**config.mk**
```make
export PLATFORM = sky130hd
export DESIGN_NAME = cpu_controller_flat
export DESIGN_NICKNAME = d
export VERILOG_FILES = /design/src/rtl/cpu_pkg.sv /design/src/rtl/cpu_controller_if.sv /design/src/rtl/cpu_controller.sv /design/src/flat_wrapper.sv
export SDC_FILE = /design/constraint.sdc
export NUM_CORES = 1
export LEC_CHECK = 0
export CAP_MARGIN = 20
export CORE_ASPECT_RATIO = 0.8
export CORE_UTILIZATION = 30
export DETAILED_ROUTE_END_ITERATION = 8
export PLACE_DENSITY = 0.52
export SKIP_CTS_REPAIR_TIMING = 1
export SYNTH_ARGS = -nofsm -noshare
export SYNTH_HDL_FRONTEND = slang
export SYNTH_SLANG_ARGS = --single-unit
```
**constraint.sdc**
```tcl
create_clock -name clk -period 5.7 [get_ports clk]
set_clock_uncertainty 0.1 [all_clocks]
set_input_delay 1.14 -clock clk [delete_from_list [all_inputs] [get_ports clk]]
set_output_delay 1.14 -clock clk [all_outputs]
set_load 0.02 [all_outputs]
```
**src/rtl/cpu_pkg.sv**
```systemverilog
// cpu_pkg: controller state encoding and opcode constants shared with the datapath
package cpu_pkg;
  typedef enum logic [3:0] {
    S_INIT,
    S_HALT,
    S_FETCH,
    S_DECODE,
    S_EX_LDA,
    S_EX_STA,
    S_EX_JMP,
    S_EX_ADD,
    S_ERROR
  } state_t;
  localparam logic [1:0] OP_LDA = 2'b00;
  localparam logic [1:0] OP_STA = 2'b01;
  localparam logic [1:0] OP_JMP = 2'b10;
  localparam logic [1:0] OP_ADD = 2'b11;
endpackage

```
**src/rtl/cpu_controller_if.sv**
```systemverilog
// cpu_controller_if: run/op_code/mem_ready in, datapath selects/strobes, memory requests and status out
interface cpu_controller_if;
  logic run;
  logic [1:0] op_code;
  logic mem_ready;
  logic ir_on_adr;
  logic pc_on_adr;
  logic ld_ir;
  logic ld_ac;
  logic ld_pc;
  logic inc_pc;
  logic clr_pc;
  logic pass_add;
  logic mem_rd;
  logic mem_wr;
  logic busy;
  logic instr_done;
  logic err;
  modport slave (
    input run, op_code, mem_ready,
    output ir_on_adr, pc_on_adr, ld_ir, ld_ac, ld_pc, inc_pc, clr_pc, pass_add,
    output mem_rd, mem_wr, busy, instr_done, err
  );
  modport master (
    output run, op_code, mem_ready,
    input ir_on_adr, pc_on_adr, ld_ir, ld_ac, ld_pc, inc_pc, clr_pc, pass_add,
    input mem_rd, mem_wr, busy, instr_done, err
  );
endinterface

```
**src/rtl/cpu_controller.sv**
```systemverilog
// cpu_controller: fetch/decode/execute FSM with memory wait timeout; ports clk, rst (async high), bus (cpu_controller_if.slave)
module cpu_controller
  import cpu_pkg::*;
#(
  parameter int MAX_WAIT = 15
) (
  input logic clk,
  input logic rst,
  cpu_controller_if.slave bus
);
  state_t state, state_n;
  logic [7:0] wait_cnt;
  logic waiting, timeout;
  state_t run_next;
  assign waiting = state inside {S_FETCH, S_EX_LDA, S_EX_STA, S_EX_ADD};
  assign timeout = !bus.mem_ready && wait_cnt == 8'(MAX_WAIT - 1);
  assign run_next = bus.run ? S_FETCH : S_HALT;
  assign bus.busy = !(state inside {S_HALT, S_ERROR});
  always_ff @(posedge clk or posedge rst)
    if (rst) begin
      state <= S_INIT;
      wait_cnt <= '0;
    end else begin
      state <= state_n;
      wait_cnt <= state_n != state ? 8'd0 : wait_cnt + 8'(waiting && !bus.mem_ready);
    end
  always_comb begin
    state_n = state;
    bus.ir_on_adr = 1'b0;
    bus.pc_on_adr = 1'b0;
    bus.ld_ir = 1'b0;
    bus.ld_ac = 1'b0;
    bus.ld_pc = 1'b0;
    bus.inc_pc = 1'b0;
    bus.clr_pc = 1'b0;
    bus.pass_add = 1'b0;
    bus.mem_rd = 1'b0;
    bus.mem_wr = 1'b0;
    bus.instr_done = 1'b0;
    bus.err = 1'b0;
    case (state)
      S_INIT: begin
        bus.clr_pc = 1'b1;
        state_n = run_next;
      end
      S_HALT: state_n = run_next;
      S_FETCH: begin
        bus.pc_on_adr = 1'b1;
        bus.mem_rd = 1'b1;
        bus.ld_ir = bus.mem_ready;
        bus.inc_pc = bus.mem_ready;
        state_n = bus.mem_ready ? S_DECODE : timeout ? S_ERROR : S_FETCH;
      end
      S_DECODE:
        state_n = bus.op_code == OP_LDA ? S_EX_LDA :
                  bus.op_code == OP_STA ? S_EX_STA :
                  bus.op_code == OP_JMP ? S_EX_JMP : S_EX_ADD;
      S_EX_LDA, S_EX_ADD: begin
        bus.ir_on_adr = 1'b1;
        bus.mem_rd = 1'b1;
        bus.pass_add = state == S_EX_ADD;
        bus.ld_ac = bus.mem_ready;
        bus.instr_done = bus.mem_ready;
        state_n = bus.mem_ready ? run_next : timeout ? S_ERROR : state;
      end
      S_EX_STA: begin
        bus.ir_on_adr = 1'b1;
        bus.mem_wr = 1'b1;
        bus.instr_done = bus.mem_ready;
        state_n = bus.mem_ready ? run_next : timeout ? S_ERROR : state;
      end
      S_EX_JMP: begin
        bus.ld_pc = 1'b1;
        bus.instr_done = 1'b1;
        state_n = run_next;
      end
      S_ERROR: bus.err = 1'b1;
      default: state_n = S_INIT;
    endcase
  end
endmodule

```
**src/flat_wrapper.sv**
```systemverilog
// flat-port wrapper written by rule: the top's interface ports become plain ports
module cpu_controller_flat import cpu_pkg::*;
#(
  parameter int MAX_WAIT = 15
)
  (clk, rst, bus_run, bus_op_code, bus_mem_ready, bus_ir_on_adr, bus_pc_on_adr, bus_ld_ir, bus_ld_ac, bus_ld_pc, bus_inc_pc, bus_clr_pc, bus_pass_add, bus_mem_rd, bus_mem_wr, bus_busy, bus_instr_done, bus_err);
  cpu_controller_if bus_i ();
  input logic clk;
  input logic rst;
  input wire logic [$bits(bus_i.run)-1:0] bus_run;
  input wire logic [$bits(bus_i.op_code)-1:0] bus_op_code;
  input wire logic [$bits(bus_i.mem_ready)-1:0] bus_mem_ready;
  output wire logic [$bits(bus_i.ir_on_adr)-1:0] bus_ir_on_adr;
  output wire logic [$bits(bus_i.pc_on_adr)-1:0] bus_pc_on_adr;
  output wire logic [$bits(bus_i.ld_ir)-1:0] bus_ld_ir;
  output wire logic [$bits(bus_i.ld_ac)-1:0] bus_ld_ac;
  output wire logic [$bits(bus_i.ld_pc)-1:0] bus_ld_pc;
  output wire logic [$bits(bus_i.inc_pc)-1:0] bus_inc_pc;
  output wire logic [$bits(bus_i.clr_pc)-1:0] bus_clr_pc;
  output wire logic [$bits(bus_i.pass_add)-1:0] bus_pass_add;
  output wire logic [$bits(bus_i.mem_rd)-1:0] bus_mem_rd;
  output wire logic [$bits(bus_i.mem_wr)-1:0] bus_mem_wr;
  output wire logic [$bits(bus_i.busy)-1:0] bus_busy;
  output wire logic [$bits(bus_i.instr_done)-1:0] bus_instr_done;
  output wire logic [$bits(bus_i.err)-1:0] bus_err;
  assign bus_i.run = bus_run;
  assign bus_i.op_code = bus_op_code;
  assign bus_i.mem_ready = bus_mem_ready;
  assign bus_ir_on_adr = bus_i.ir_on_adr;
  assign bus_pc_on_adr = bus_i.pc_on_adr;
  assign bus_ld_ir = bus_i.ld_ir;
  assign bus_ld_ac = bus_i.ld_ac;
  assign bus_ld_pc = bus_i.ld_pc;
  assign bus_inc_pc = bus_i.inc_pc;
  assign bus_clr_pc = bus_i.clr_pc;
  assign bus_pass_add = bus_i.pass_add;
  assign bus_mem_rd = bus_i.mem_rd;
  assign bus_mem_wr = bus_i.mem_wr;
  assign bus_busy = bus_i.busy;
  assign bus_instr_done = bus_i.instr_done;
  assign bus_err = bus_i.err;
  cpu_controller #(.MAX_WAIT(MAX_WAIT)) u_core (.clk(clk), .rst(rst), .bus(bus_i));
endmodule
```
==> qor.csv, run 1 <==
stage;metric;value;unit
outcome;outcome;complete, no violations;
sta;Fin. Hold Viols;0;
detailed_routing;Pre-antenna DRT Iters;4;
critical_path;Crit. End Element;output pin;
detailed_routing;Routed WL;2.39;mm
place;Placed Instances;167;
critical_path;CP dominant cell by count;clkdlybuf4s50_1;
cells_and_area;Layout area overhead;23.8;%
critical_path;Worst Path Required;4.46;ns
cells_and_area;commonest non-fill, non-tap cell in the layout;clkdlybuf4s50_1;
power_and_ir_drop;Overall Power;582;µW
cells_and_area;share of layout cells above drive strength 1;9.16;%
place;number of port buffers;18;
power_and_ir_drop;switching share of power;47.9;%
clocking;Reg clk slew, reported paths;0.05;ns
critical_path;Worst path max stage delay;0.79;ns
yosys;Synth Instances;117;
floorplan;initial core utilization;32.1;%
yosys;Yosys cell types;40;
min_path;Hold Crit Class;flip-flop to flip-flop;
place;placer congestion estimate;0.785;
sta;setup TNS;0;ns
floorplan;number of core rows;18;
detailed_routing;number of remaining DRC errors;0;
cells_and_area;Antenna diodes;0;
critical_path;Slowest-stage cell, CP;clkdlybuf4s50_1;
clocking;clock tree root buffer cell;clkbuf_8;
yosys;sequential element share of the synthesized area;29.7;%
clocking;clk buf depth;2;
sta;Least-Margin Pin Slew;0.796;ns
detailed_routing;Iter 0 DRT Violations;34;
clocking;# H-tree levels;1;
floorplan;Core Region;0.00315;mm²
yosys;yosys synthesis warning count;0;
yosys;mean post-synth cell area;8.64;µm²
sta;RSZ-0062 raised after global routing;false;
power_and_ir_drop;Internal;303;µW
grt;global-route wire length before repair;4.08;mm
detailed_routing;number of routed nets with antenna violations;0;
critical_path;Setup CP Type;primary input to output pin;
power_and_ir_drop;PD cells;465;mW/mm²
floorplan;Die Y;53.9;µm
sta;crit path time final;4.04;ns
clocking;clk_lat worst skew;0.24;ns
yosys;#FFs+latches synth;12;
power_and_ir_drop;clock group share of total power;16.0;%
critical_path;crit path max fanout;14;
place;dpl hpwl;1.77;mm
sta;endpoints failing setup;0;
cells_and_area;post-route insts no fill;171;
floorplan;# IOs;19;
power_and_ir_drop;sequential power share;26.5;%
grt;initial antenna violation count;0;
power_and_ir_drop;NetSw;279;µW
power_and_ir_drop;Worst VDD drop;0.177;mV
clocking;clock tree sinks;12;
grt;largest net degree at the start of global routing;21;
critical_path;Startpoint Class;primary input;
critical_path;Critical Path, Cell by Cell;clkdlybuf4s50_1 > and3_1 > clkdlybuf4s50_1;
flow_run;max-cap violations;0;
power_and_ir_drop;logic gate share of total power;57.5;%
cells_and_area;most frequent cells in the layout;18 x clkdlybuf4s50_1, 12 x dfrtp_1, 11 x nor2_1;
detailed_routing;Vias;928;
clocking;CTS tree;built;
critical_path;delay-heaviest family, CP;buffers and inverters;
critical_path;Buf+Inv Stages, Crit Path;2;
grt;all-layer global routing usage;15.1;%
cells_and_area;nets;140;
sta;Slew HR;46.4;%
grt;vias in the first global route;840;
yosys;post-synth net total;125;
critical_path;Arr. time, crit path;2.80;ns
sta;fin crit share;70.8;%
sta;fmax;248;MHz
detailed_routing;routed vias/inst;5.43;
power_and_ir_drop;leakage;0.000488;µW
floorplan;Chip Width;66.9;µm
yosys;cell area after synthesis;0.00101;mm²
grt;GRT Residual Overflow;0;
detailed_routing;Wirelength per Cell;14.0;µm
floorplan;die area;0.00361;mm²
sta;Max Slew Vio Count;0;
clocking;cts bufs inserted;3;
-- cells in the mapped netlist --
master / count / area, µm²
and2_1: 1 / 6.26
and3_1: 4 / 25.0
or2_2: 1 / 6.26
nor4_1: 2 / 12.5
o22ai_1: 1 / 6.26
nor2_1: 11 / 41.3
a2111oi_0: 1 / 8.76
a21o_1: 1 / 7.51
nor2b_1: 3 / 18.8
nand2_1: 8 / 30.0
o211ai_4: 1 / 21.3
o21ai_0: 7 / 35.0
a31oi_1: 3 / 18.8
and3b_1: 1 / 8.76
nand3b_1: 2 / 15.0
a31oi_2: 1 / 12.5
ha_1: 2 / 25.0
inv_1: 3 / 11.3
and2b_1: 1 / 7.51
or4b_4: 1 / 13.8
nand2b_1: 5 / 31.3
nand3_1: 6 / 30.0
nor3b_1: 1 / 7.51
a2bb2oi_2: 1 / 15.0
o211ai_1: 2 / 15.0
clkbuf_1: 3 / 11.3
a2111oi_1: 5 / 50.1
nor3_1: 3 / 15.0
a2111oi_2: 1 / 15.0
xnor2_1: 3 / 26.3
buf_1: 1 / 3.75
and3_2: 1 / 7.51
buf_4: 4 / 30.0
a21oi_1: 2 / 10.0
o311ai_0: 1 / 8.76
xor2_1: 6 / 52.6
a211oi_1: 3 / 22.5
nor3_4: 1 / 16.3
or4bb_1: 1 / 11.3
dfrtp_1: 12 / 300
-- stage by stage --
step           util, %  instance area [µm²]  hold slack, ns  worst slack [ns]
2_1_floorplan        -                 1010           0.434              2.63
3_3_place_gp      37.9                 1200           0.465              1.67
3_5_place_dp      37.9                 1200           0.457              1.66
4_1_cts           39.7                 1250           0.471              1.66
5_1_grt           39.7                 1250           0.512              1.53
6_report          39.7                 1250           0.473              1.66
-- final timing paths --
| check | from | endpoint | slack (ns) | depth (start not counted) |
|---|---|---|---|---|
| worst max-delay path | bus_mem_ready | bus_inc_pc | 1.66 | 3 |
| worst max register to register | u_core.state[1] | u_core.wait_cnt[6] | 3.01 | 8 |
| worst min-delay path | u_core.wait_cnt[7] | u_core.wait_cnt[7] | 0.47 | 2 |
| worst min register to register | u_core.wait_cnt[7] | u_core.wait_cnt[7] | 0.47 | 2 |
| min in group asynchronous | rst | u_core.wait_cnt[2] | 1.12 | 2 |
| max in group asynchronous | rst | u_core.wait_cnt[4] | 4.05 | 2 |
-- cells by family (layout without fill, tap and decap cells) --
| kind of cell | Yosys count | count (layout) | synth area share, % |
|---|---|---|---|
| AO/OA/AOI/OAI | 30 | 30 | 24.4 |
| XOR/XNOR | 9 | 9 | 7.80 |
| adder cells (fa/ha/maj) | 2 | 2 | 2.47 |
| buffers and inverters | 11 | 25 | 5.57 |
| flip-flops | 12 | 12 | 29.7 |
| AND/OR/NAND/NOR | 53 | 53 | 30.1 |
-- registers in the layout, summed over array words and instances, names as in the netlist --
| name | cells |
|---|---|
| u_core.state | 4 |
| u_core.wait_cnt | 8 |
-- metal layers --
layer	GRT usage, %	part of all wire [%]	wire length (µm)
met1	22.7	52	1250
met2	22.1	44	1050
met3	3.18	3.2	76
met4	2.48	0.50	12
met5	0	0	0
-- power by group through the flow --
stage	clock network (µW)	logic [µW]	registers, µW
final	93.4	335	154
after global routing	99.3	367	161
after CTS	94.8	337	154
after detailed placement	0	336	155
after global placement	0	335	154
after floorplan	0	272	110
-- worst min-delay path: stages (launching register included) --
cell	delay (ns)
dfrtp_1	0.36
xnor2_1	0.13
a2111oi_1	0.04
-- final cells by class --
type,count,area (µm²)
clock buffers,4,55.1
inverters,3,11.3
repair buffers,18,180
flip-flops and latches,12,300
fillers,322,1900
well taps,40,50.0
multi-input cells,94,654
Note: power is estimated with default switching activity, not from simulation.
==> run 2, diff against run 1 <==
Settings changed: PLACE_DENSITY 0.52 to 0.54.
Clock period 5.7 ns to 3.5 ns, I/O delays scaled along.
==> run 2 against run 1 <==
Net effect:
- count of clock-buffer cells in the layout fell by 1
- global-route usage rose by 0.35 points
- worst hold slack improved by 0.014 ns
- die area unchanged
- largest power group unchanged
- highest routed layer unchanged
==> qor.csv, run 2 (synthesis results as in run 1) <==
stage;metric;value;unit;change
floorplan;Core Region;0.00315;mm²;unchanged
critical_path;RR Startpoint;u_core.state[0];;
place;dpl hpwl;1.84;mm;+4.0%
cells_and_area;Filler cells;313;;-2.8%
place;placer congestion estimate;0.866;;+10%
power_and_ir_drop;leakage;0.000506;µW;+3.6%
cells_and_area;most frequent cells in the layout;18 x clkdlybuf4s50_1, 12 x dfrtp_1, 11 x nor2_1;;
clocking;clock tree sinks;12;;unchanged
sta;crit path time final;2.87;ns;
sta;Least-Margin Pin Slew;0.471;ns;-0.325 ns
clocking;clk buf depth;2;;unchanged
floorplan;die area;0.00361;mm²;unchanged
sta;setup TNS;0;ns;unchanged
detailed_routing;Iter 0 DRT Violations;71;;+110%
clocking;CTS tree;built;;
critical_path;worst-case reg-to-reg path depth;8;;unchanged
cells_and_area;commonest non-fill, non-tap cell in the layout;clkdlybuf4s50_1;;
detailed_routing;routed vias/inst;5.48;;+0.98%
clocking;clock tree root buffer cell;clkbuf_8;;
sta;RSZ-0062 raised after global routing;false;;
cells_and_area;fin util;40.4;%;+0.75 points
critical_path;Arr. time, crit path;2.07;ns;-0.73 ns
cells_and_area;share of layout cells above drive strength 1;11.9;%;+2.7 points
cells_and_area;Layout area overhead;26.1;%;
critical_path;crit path max fanout;14;;unchanged
cells_and_area;post-route insts no fill;175;;+2.3%
detailed_routing;Routed WL;2.49;mm;+4.1%
sta;worst setup margin;0.629;ns;-1.03 ns
detailed_routing;number of remaining DRC errors;0;;unchanged
power_and_ir_drop;PD cells;750;mW/mm²;+61%
detailed_routing;Vias;959;;+3.3%
place;dpl ws;0.599;ns;-1.06 ns
min_path;HP Start;u_core.wait_cnt[7];;
grt;initial antenna violation count;0;;unchanged
floorplan;Chip Width;66.9;µm;unchanged
sta;fin crit share;82.0;%;
cells_and_area;nets;145;;+3.6%
floorplan;number of core rows;18;;unchanged
sta;endpoints failing setup;0;;unchanged
sta;fmax;348;MHz;
critical_path;Crit. End Element;output pin;;
floorplan;# IOs;19;;unchanged
clocking;cts bufs inserted;3;;unchanged
grt;all-layer global routing usage;15.4;%;+0.35 points
grt;vias in the first global route;841;;+0.12%
min_path;Hold Crit Class;flip-flop to flip-flop;;
critical_path;Worst Path Required;2.70;ns;-1.76 ns
outcome;outcome;complete, no violations;;
floorplan;Die Y;53.9;µm;unchanged
min_path;Hold Path Depth;2;;unchanged
detailed_routing;Pre-antenna DRT Iters;4;;unchanged
place;Placed Instances;172;;+3.0%
cells_and_area;largest reg by FF count;u_core.wait_cnt;;
flow_run;max-cap violations;0;;unchanged
sta;Fin. Hold Viols;0;;unchanged
sta;Max Slew Vio Count;0;;unchanged
grt;largest net degree at the start of global routing;17;;-19%
cells_and_area;max reg flops;8;;unchanged
clocking;clk_lat worst skew;0.24;ns;about the same
sta;Slew HR;67.8;%;+21 points
critical_path;FF-to-FF setup slack;1.05;ns;-1.96 ns
clocking;Reg clk slew, reported paths;0.05;ns;about the same
min_path;Hold EP;u_core.wait_cnt[7];;
place;number of port buffers;18;;unchanged
critical_path;critical register-to-register path endpoint;u_core.wait_cnt[6];;
cells_and_area;Regs by FF count;u_core.wait_cnt: 8 flops, u_core.state: 4 flops;;
critical_path;Startpoint Class;flip-flop;;
detailed_routing;number of routed nets with antenna violations;0;;unchanged
grt;GRT Residual Overflow;0;;unchanged
cells_and_area;Antenna diodes;0;;unchanged
floorplan;initial core utilization;32.1;%;unchanged
detailed_routing;Wirelength per Cell;14.2;µm;+1.7%
grt;global-route wire length before repair;4.08;mm;+0.17%
clocking;# H-tree levels;1;;unchanged
power_and_ir_drop;Worst VDD drop;0.243;mV;+37%
critical_path;Setup CP Type;flip-flop to output pin;;
## run 2: cell types whose count changed in the layout (fill, tap and decap cells not counted), sizes merged
cell    previous run  this run
clkbuf             4         3
buf                0         5
## run 2: worst max path at each step
stage | start | endpoint | slack [ns] | depth (start not counted)
3_5_place_dp | bus_mem_ready | u_core.wait_cnt[4] | 0.60 | 8
5_1_grt | u_core.state[3] | bus_ld_ac | 0.43 | 5
6_report | u_core.state[3] | bus_ld_ac | 0.63 | 5
2_1_floorplan | u_core.state[2] | bus_ld_ac | 0.87 | 6
3_3_place_gp | bus_mem_ready | bus_inc_pc | 0.63 | 3
4_1_cts | bus_mem_ready | bus_ld_ir | 0.62 | 3
## run 2: final cells by class
cell class / count / area, µm² / area share [%]
Timing Repair Buffer: 23 / 218 / 17.1
Clock buffer: 3 / 41.3 / 3.24
Sequential cell: 12 / 300 / 23.6
Multi-Input combinational cell: 94 / 654 / 51.3
Tap cell: 40 / 50.0 / 3.93
Inverter: 3 / 11.3 / 0.883
## run 2: power breakdown
| group | switching [µW] | total (µW) | internal (µW) |
|---|---|---|---|
| registers | 37.4 | 201 | 163 |
| clock network | 47.3 | 123 | 75.6 |
| logic | 377 | 632 | 255 |
## run 2: through the flow
| step | instance area, µm² | total power, µW | hold slack (ns) |
|---|---|---|---|
| final | 1270 | 956 | 0.486 |
| after global placement | 1230 | 840 | 0.469 |
| after global routing | 1270 | 1040 | 0.509 |
| after floorplan | 1010 | 622 | 0.434 |
| after detailed placement | 1230 | 829 | 0.473 |
| after CTS | 1270 | 958 | 0.487 |
## run 2: worst max-delay path: stages (launching register included)
cell and delay, ns:
dfrtp_1 0.54, nand2b_1 0.32, nor2_1 0.18, nand2_1 0.06, a21oi_1 0.12, clkdlybuf4s50_1 0.61
## run 2: per-layer routing
metal	vias up	GRT usage [%]	share of wire, %
met4	0	4.26	0.84
met2	26	22.6	42
li1	472	-	-
met1	457	22.8	52
met3	4	3.18	5.7
met5	-	0	0
==> run 3, diff against run 2 <==
Settings changed: PLACE_DENSITY 0.54 to 0.52.
Clock period 3.5 ns to 2.9 ns, I/O delays scaled along.
==> run 3 against run 2 <==
Net effect:
- power grew 24%
- sequential power rose by 15%
- global-route usage rose by 0.60 points
- count of clock-buffer cells in the layout is 1 higher
- cell count rose by 1.7%
- critical endpoint is now bus_inc_pc
- critical path depth shrank 2
- die area stayed put
- clock power up 46%
- via count up 0.21%
- worst hold slack got worse by 0.0035 ns
- critical path type is now primary input to output pin
- non-clock buffer count increased by 2
- cell area up 2.3%
==> qor.csv, run 3 (synthesis results as in run 1) <==
stage;metric;value;unit;change
critical_path;Setup CP Type;primary input to output pin;;
detailed_routing;total length of routed met2 wires;1.01;mm;-2.4%
power_and_ir_drop;sequential power share;19.6;%;-1.4 points
cells_and_area;design area;0.00130;mm²;+2.3%
detailed_routing;WL met3;117;µm;-18%
critical_path;Worst Path Required;2.22;ns;-0.48 ns
cells_and_area;commonest non-fill, non-tap cell in the layout;clkdlybuf4s50_1;;
min_path;Hold Crit Class;flip-flop to flip-flop;;
detailed_routing;Vias;961;;+0.21%
detailed_routing;metal1 wirelength;1.28;mm;-0.78%
floorplan;number of core rows;18;;unchanged
power_and_ir_drop;Overall Power;1190;µW;+24%
sta;crit path time final;2.78;ns;
sta;endpoints failing setup;0;;unchanged
floorplan;Chip Width;66.9;µm;unchanged
sta;fmax;359;MHz;
place;placer congestion estimate;0.781;;-9.7%
cells_and_area;Antenna diodes;0;;unchanged
floorplan;Die Y;53.9;µm;unchanged
clocking;clock tree sinks;12;;unchanged
sta;RSZ-0062 raised after global routing;false;;
power_and_ir_drop;NetSw;552;µW;+20%
clocking;clock tree root buffer cell;clkbuf_8;;
grt;global-route wire length before repair;4.28;mm;+4.9%
grt;largest net degree at the start of global routing;17;;unchanged
place;dpl cell area;0.00125;mm²;+1.2%
place;dpl ws;0.115;ns;-0.484 ns
detailed_routing;Iter 0 DRT Violations;64;;-9.9%
power_and_ir_drop;Internal;635;µW;+28%
grt;all-layer global routing usage;16.0;%;+0.60 points
cells_and_area;FF+latch area;300;µm²;unchanged
cells_and_area;Regs by FF count;u_core.wait_cnt: 8 flops, u_core.state: 4 flops;;
critical_path;Crit. End Element;output pin;;
cells_and_area;max reg flops;8;;unchanged
detailed_routing;Wirelength per Cell;13.6;µm;-4.1%
detailed_routing;highest metal used;met4;;
detailed_routing;routed vias/inst;5.40;;-1.5%
critical_path;crit path max fanout;10;;-4
outcome;outcome;complete, no violations;;
clocking;cts bufs inserted;3;;unchanged
power_and_ir_drop;PD cells;910;mW/mm²;+21%
power_and_ir_drop;logic gate share of total power;65.3;%;-0.8 points
critical_path;Startpoint Class;primary input;;
place;dpl hpwl;1.89;mm;+3.0%
power_and_ir_drop;leakage;0.000524;µW;+3.5%
sta;fin crit share;96.0;%;
clocking;clk_lat worst skew;0.24;ns;about the same
clocking;clk buf depth;2;;unchanged
cells_and_area;largest reg by FF count;u_core.wait_cnt;;
grt;initial antenna violation count;0;;unchanged
detailed_routing;Routed WL;2.43;mm;-2.5%
clocking;CTS tree;built;;
sta;final worst hold slack;0.483;ns;-0.00346 ns
cells_and_area;Filler cells;331;;+5.8%
floorplan;die area;0.00361;mm²;unchanged
detailed_routing;Pre-antenna DRT Iters;4;;unchanged
power_and_ir_drop;switching share of power;46.5;%;-1.7 points
sta;setup TNS;0;ns;unchanged
sta;worst setup margin;0.117;ns;-0.512 ns
flow_run;max-cap violations;0;;unchanged
clocking;# H-tree levels;1;;unchanged
floorplan;# IOs;19;;unchanged
clocking;Reg clk slew, reported paths;0.05;ns;about the same
cells_and_area;most frequent cells in the layout;18 x clkdlybuf4s50_1, 12 x dfrtp_1, 11 x nor2_1;;
sta;Fin. Hold Viols;0;;unchanged
place;number of port buffers;18;;unchanged
floorplan;Core Region;0.00315;mm²;unchanged
sta;Slew HR;65.9;%;-1.8 points
critical_path;Arr. time, crit path;2.10;ns;+0.03 ns
power_and_ir_drop;Worst VDD drop;0.345;mV;+42%
grt;GRT Residual Overflow;0;;unchanged
cells_and_area;Layout area overhead;29.0;%;
cells_and_area;share of layout cells above drive strength 1;13.8;%;+1.9 points
detailed_routing;number of routed nets with antenna violations;0;;unchanged
floorplan;initial core utilization;32.1;%;unchanged
sta;Least-Margin Pin Slew;0.509;ns;+0.0377 ns
sta;Max Slew Vio Count;0;;unchanged
power_and_ir_drop;clock group share of total power;15.2;%;+2.3 points
detailed_routing;number of remaining DRC errors;0;;unchanged
cells_and_area;nets;147;;+1.4%
cells_and_area;Multi-input gate area;654;µm²;unchanged
grt;vias in the first global route;897;;+6.7%
-- run 3: cell types whose count changed in the layout (fill, tap and decap cells not counted), sizes merged --
cell | before | now
buf | 5 | 7
clkbuf | 3 | 4
-- run 3: layer usage --
metal  global-route usage [%]  up-vias
met2                     22.6       23
met4                     3.55        0
met3                     4.66        2
met5                        0        -
met1                     23.7      464
li1                         -      472
-- run 3: path summary, 6_finish.rpt --
check / cells past startpoint / end / slack (ns) / from
worst min register to register: 1 / u_core.state[2] / 0.48 / u_core.state[3]
max in group asynchronous: 2 / u_core.state[1] / 1.82 / rst
worst min-delay path: 1 / u_core.state[2] / 0.48 / u_core.state[3]
worst max-delay path: 3 / bus_inc_pc / 0.12 / bus_mem_ready
min in group asynchronous: 2 / u_core.state[0] / 0.55 / rst
worst max register to register: 8 / u_core.wait_cnt[6] / 0.53 / u_core.state[0]
-- run 3: power groups by stage --
stage          Sequential [µW]  Combinational (µW)  Clock (µW)
6_report                   232                 774         180
5_1_grt                    236                 865         196
4_1_cts                    230                 774         187
3_5_place_dp               233                 772           0
3_3_place_gp               233                 775           0
2_1_floorplan              216                 534           0
-- run 3: critical path, cell delays in order --
cell and delay, ns:
clkdlybuf4s50_1 0.68, and3_1 0.24, clkdlybuf4s50_1 0.60
-- run 3: final cells by class --
cell class | instances | area share, %
Tap cell | 40 | 3.84
Inverter | 3 | 0.864
Sequential cell | 12 | 23.0
Multi-Input combinational cell | 94 | 50.2
Timing Repair Buffer | 25 | 17.9
Clock buffer | 4 | 4.22
-- run 3: through the flow --
stage | utilization (%) | instances
5_1_grt | 41.3 | 178
2_1_floorplan | - | 117
3_5_place_dp | 39.6 | 174
3_3_place_gp | 39.6 | 174
4_1_cts | 41.3 | 178
6_report | 41.3 | 178
==> patch: new RTL, flow settings as in run 3 <==
`MAX_WAIT` is set to 15 in 2 places; all go to 7.
--- a/src/rtl/cpu_controller.sv
+++ b/src/rtl/cpu_controller.sv
@@ -2,7 +2,7 @@
 module cpu_controller
   import cpu_pkg::*;
 #(
-  parameter int MAX_WAIT = 15
+  parameter int MAX_WAIT = 7
 ) (
   input logic clk,
   input logic rst,
--- a/src/flat_wrapper.sv
+++ b/src/flat_wrapper.sv
@@ -1,7 +1,7 @@
 // flat-port wrapper written by rule: the top's interface ports become plain ports
 module cpu_controller_flat import cpu_pkg::*;
 #(
-  parameter int MAX_WAIT = 15
+  parameter int MAX_WAIT = 7
 )
   (clk, rst, bus_run, bus_op_code, bus_mem_ready, bus_ir_on_adr, bus_pc_on_adr, bus_ld_ir, bus_ld_ac, bus_ld_pc, bus_inc_pc, bus_clr_pc, bus_pass_add, bus_mem_rd, bus_mem_wr, bus_busy, bus_instr_done, bus_err);
   cpu_controller_if bus_i ();
Behaviour: not the same (a bounded check fails within 10 cycles, from zero or initial values and one cycle with rst high).
==> patch against run 3 <==
  * Via count decreased by 5.5%
  * Total power is 0.61% lower
  * Combinational power shrank 3.9%
  * Cell area fell by 0.29%
  * Area after synthesis is 2.0% higher
  * Worst setup slack gained 0.042 ns
  * Sequential cell count unchanged
  * Sequential share of layout area up 0.066 points
  * Critical path depth up 2
  * Core utilization down 0.41 points
  * Routed wire length fell by 3.2%
  * Global-route usage shrank 1.3 points
==> patch: results (changes against run 3) <==
[metrics] status: finished, final reports clean
[metrics] global-route met2 utilization: 0.223 (-0.00282)
[metrics] wire length of the first global-routing pass: 3960 um (-7.6%)
[metrics] family of cells with the greatest summed delay on the critical path: flip-flops
[metrics] Cell Count, Final, Fillers Out: 177 (-0.56%)
[metrics] top post-synthesis cells by area: sky130_fd_sc_hd__dfrtp_1 29%, sky130_fd_sc_hd__xor2_1 5.1%, sky130_fd_sc_hd__a2111oi_1 4.9%
[metrics] transition time of the tightest slew-check pin: 0.461 ns (-0.0475 ns)
[metrics] highest net fanout along the worst path: 13 (+3)
[metrics] wl on met1: 1200 um (-6.1%)
[metrics] fraction of met3 tracks used by global routing: 0.0375 (-0.00911)
[metrics] number of global-route vias before repair: 812 (-9.5%)
[metrics] GR Util All Layers: 0.148 (-0.0128)
[metrics] maximum vdd ir drop: 424 uV (+23%)
[metrics] fraction of layout cells with a size suffix above 1: 0.146 (+0.00830)
[metrics] arrival time reported for the critical path endpoint: 2.06 ns (-0.04 ns)
[metrics] Critical Path Start: u_core.state[2]
[metrics] slack of the worst reg-to-reg path: 0.44 ns (-0.09 ns)
[metrics] Post-DP HPWL: 1810 um (-4.5%)
[metrics] proportion of synthesized chip area in sequential cells: 0.291 (-0.00577)
[metrics] total leakage power: 0.528 nW (+0.91%)
[metrics] Fillers: 310 (-6.3%)
[metrics] synthesis-to-finish area growth: 26.1%
[metrics] number of design-rule violations left by the first detailed-router iteration: 47 (-27%)
[metrics] count of cell types in the netlist: 41 (+2.5%)
[metrics] endpoint of the most critical setup path: bus_ld_ac
[metrics] placement-stage cell area: 1240 um^2 (-0.50%)
[metrics] Via Count: 908 (-5.5%)
[metrics] total wire length: 2350 um (-3.2%)
[metrics] Detail Route met2 WL: 1050 um (+3.5%)
[metrics] cell at the slowest stage of the critical path: sky130_fd_sc_hd__dfrtp_1
[metrics] Critical Path Max Stage Delay: 0.62 ns (-0.06 ns)
patch: layout make-up:
type / instances / share of cell area
clock buffers: 4 / 0.0423
inverters: 3 / 0.00866
multi-input cells: 94 / 0.504
flip-flops and latches: 12 / 0.231
well taps: 40 / 0.0385
repair buffers: 24 / 0.175
patch: logic make-up after synthesis:
kind of cell             after synthesis  share of synthesized area
AO/OA/AOI/OAI                         30                      0.239
XOR/XNOR                               9                     0.0765
adder cells (fa/ha/maj)                2                     0.0243
buffers and inverters                 11                     0.0728
flip-flops                            12                      0.291
AND/OR/NAND/NOR                       53                      0.296
patch: power breakdown:
part           internal [mW]  leakage, nW  switching [mW]
Combinational          0.314        0.338           0.430
Sequential             0.197        0.162          0.0575
Clock                  0.120       0.0288          0.0605
Total                  0.631        0.528           0.548
patch: through the flow:
step                      total power, mW  setup slack (ns)
final                                1.18             0.159
after global routing                 1.28            0.0456
after CTS                            1.18             0.141
after detailed placement            0.999            0.0402
after global placement               1.01            0.0993
after floorplan                     0.771             0.388
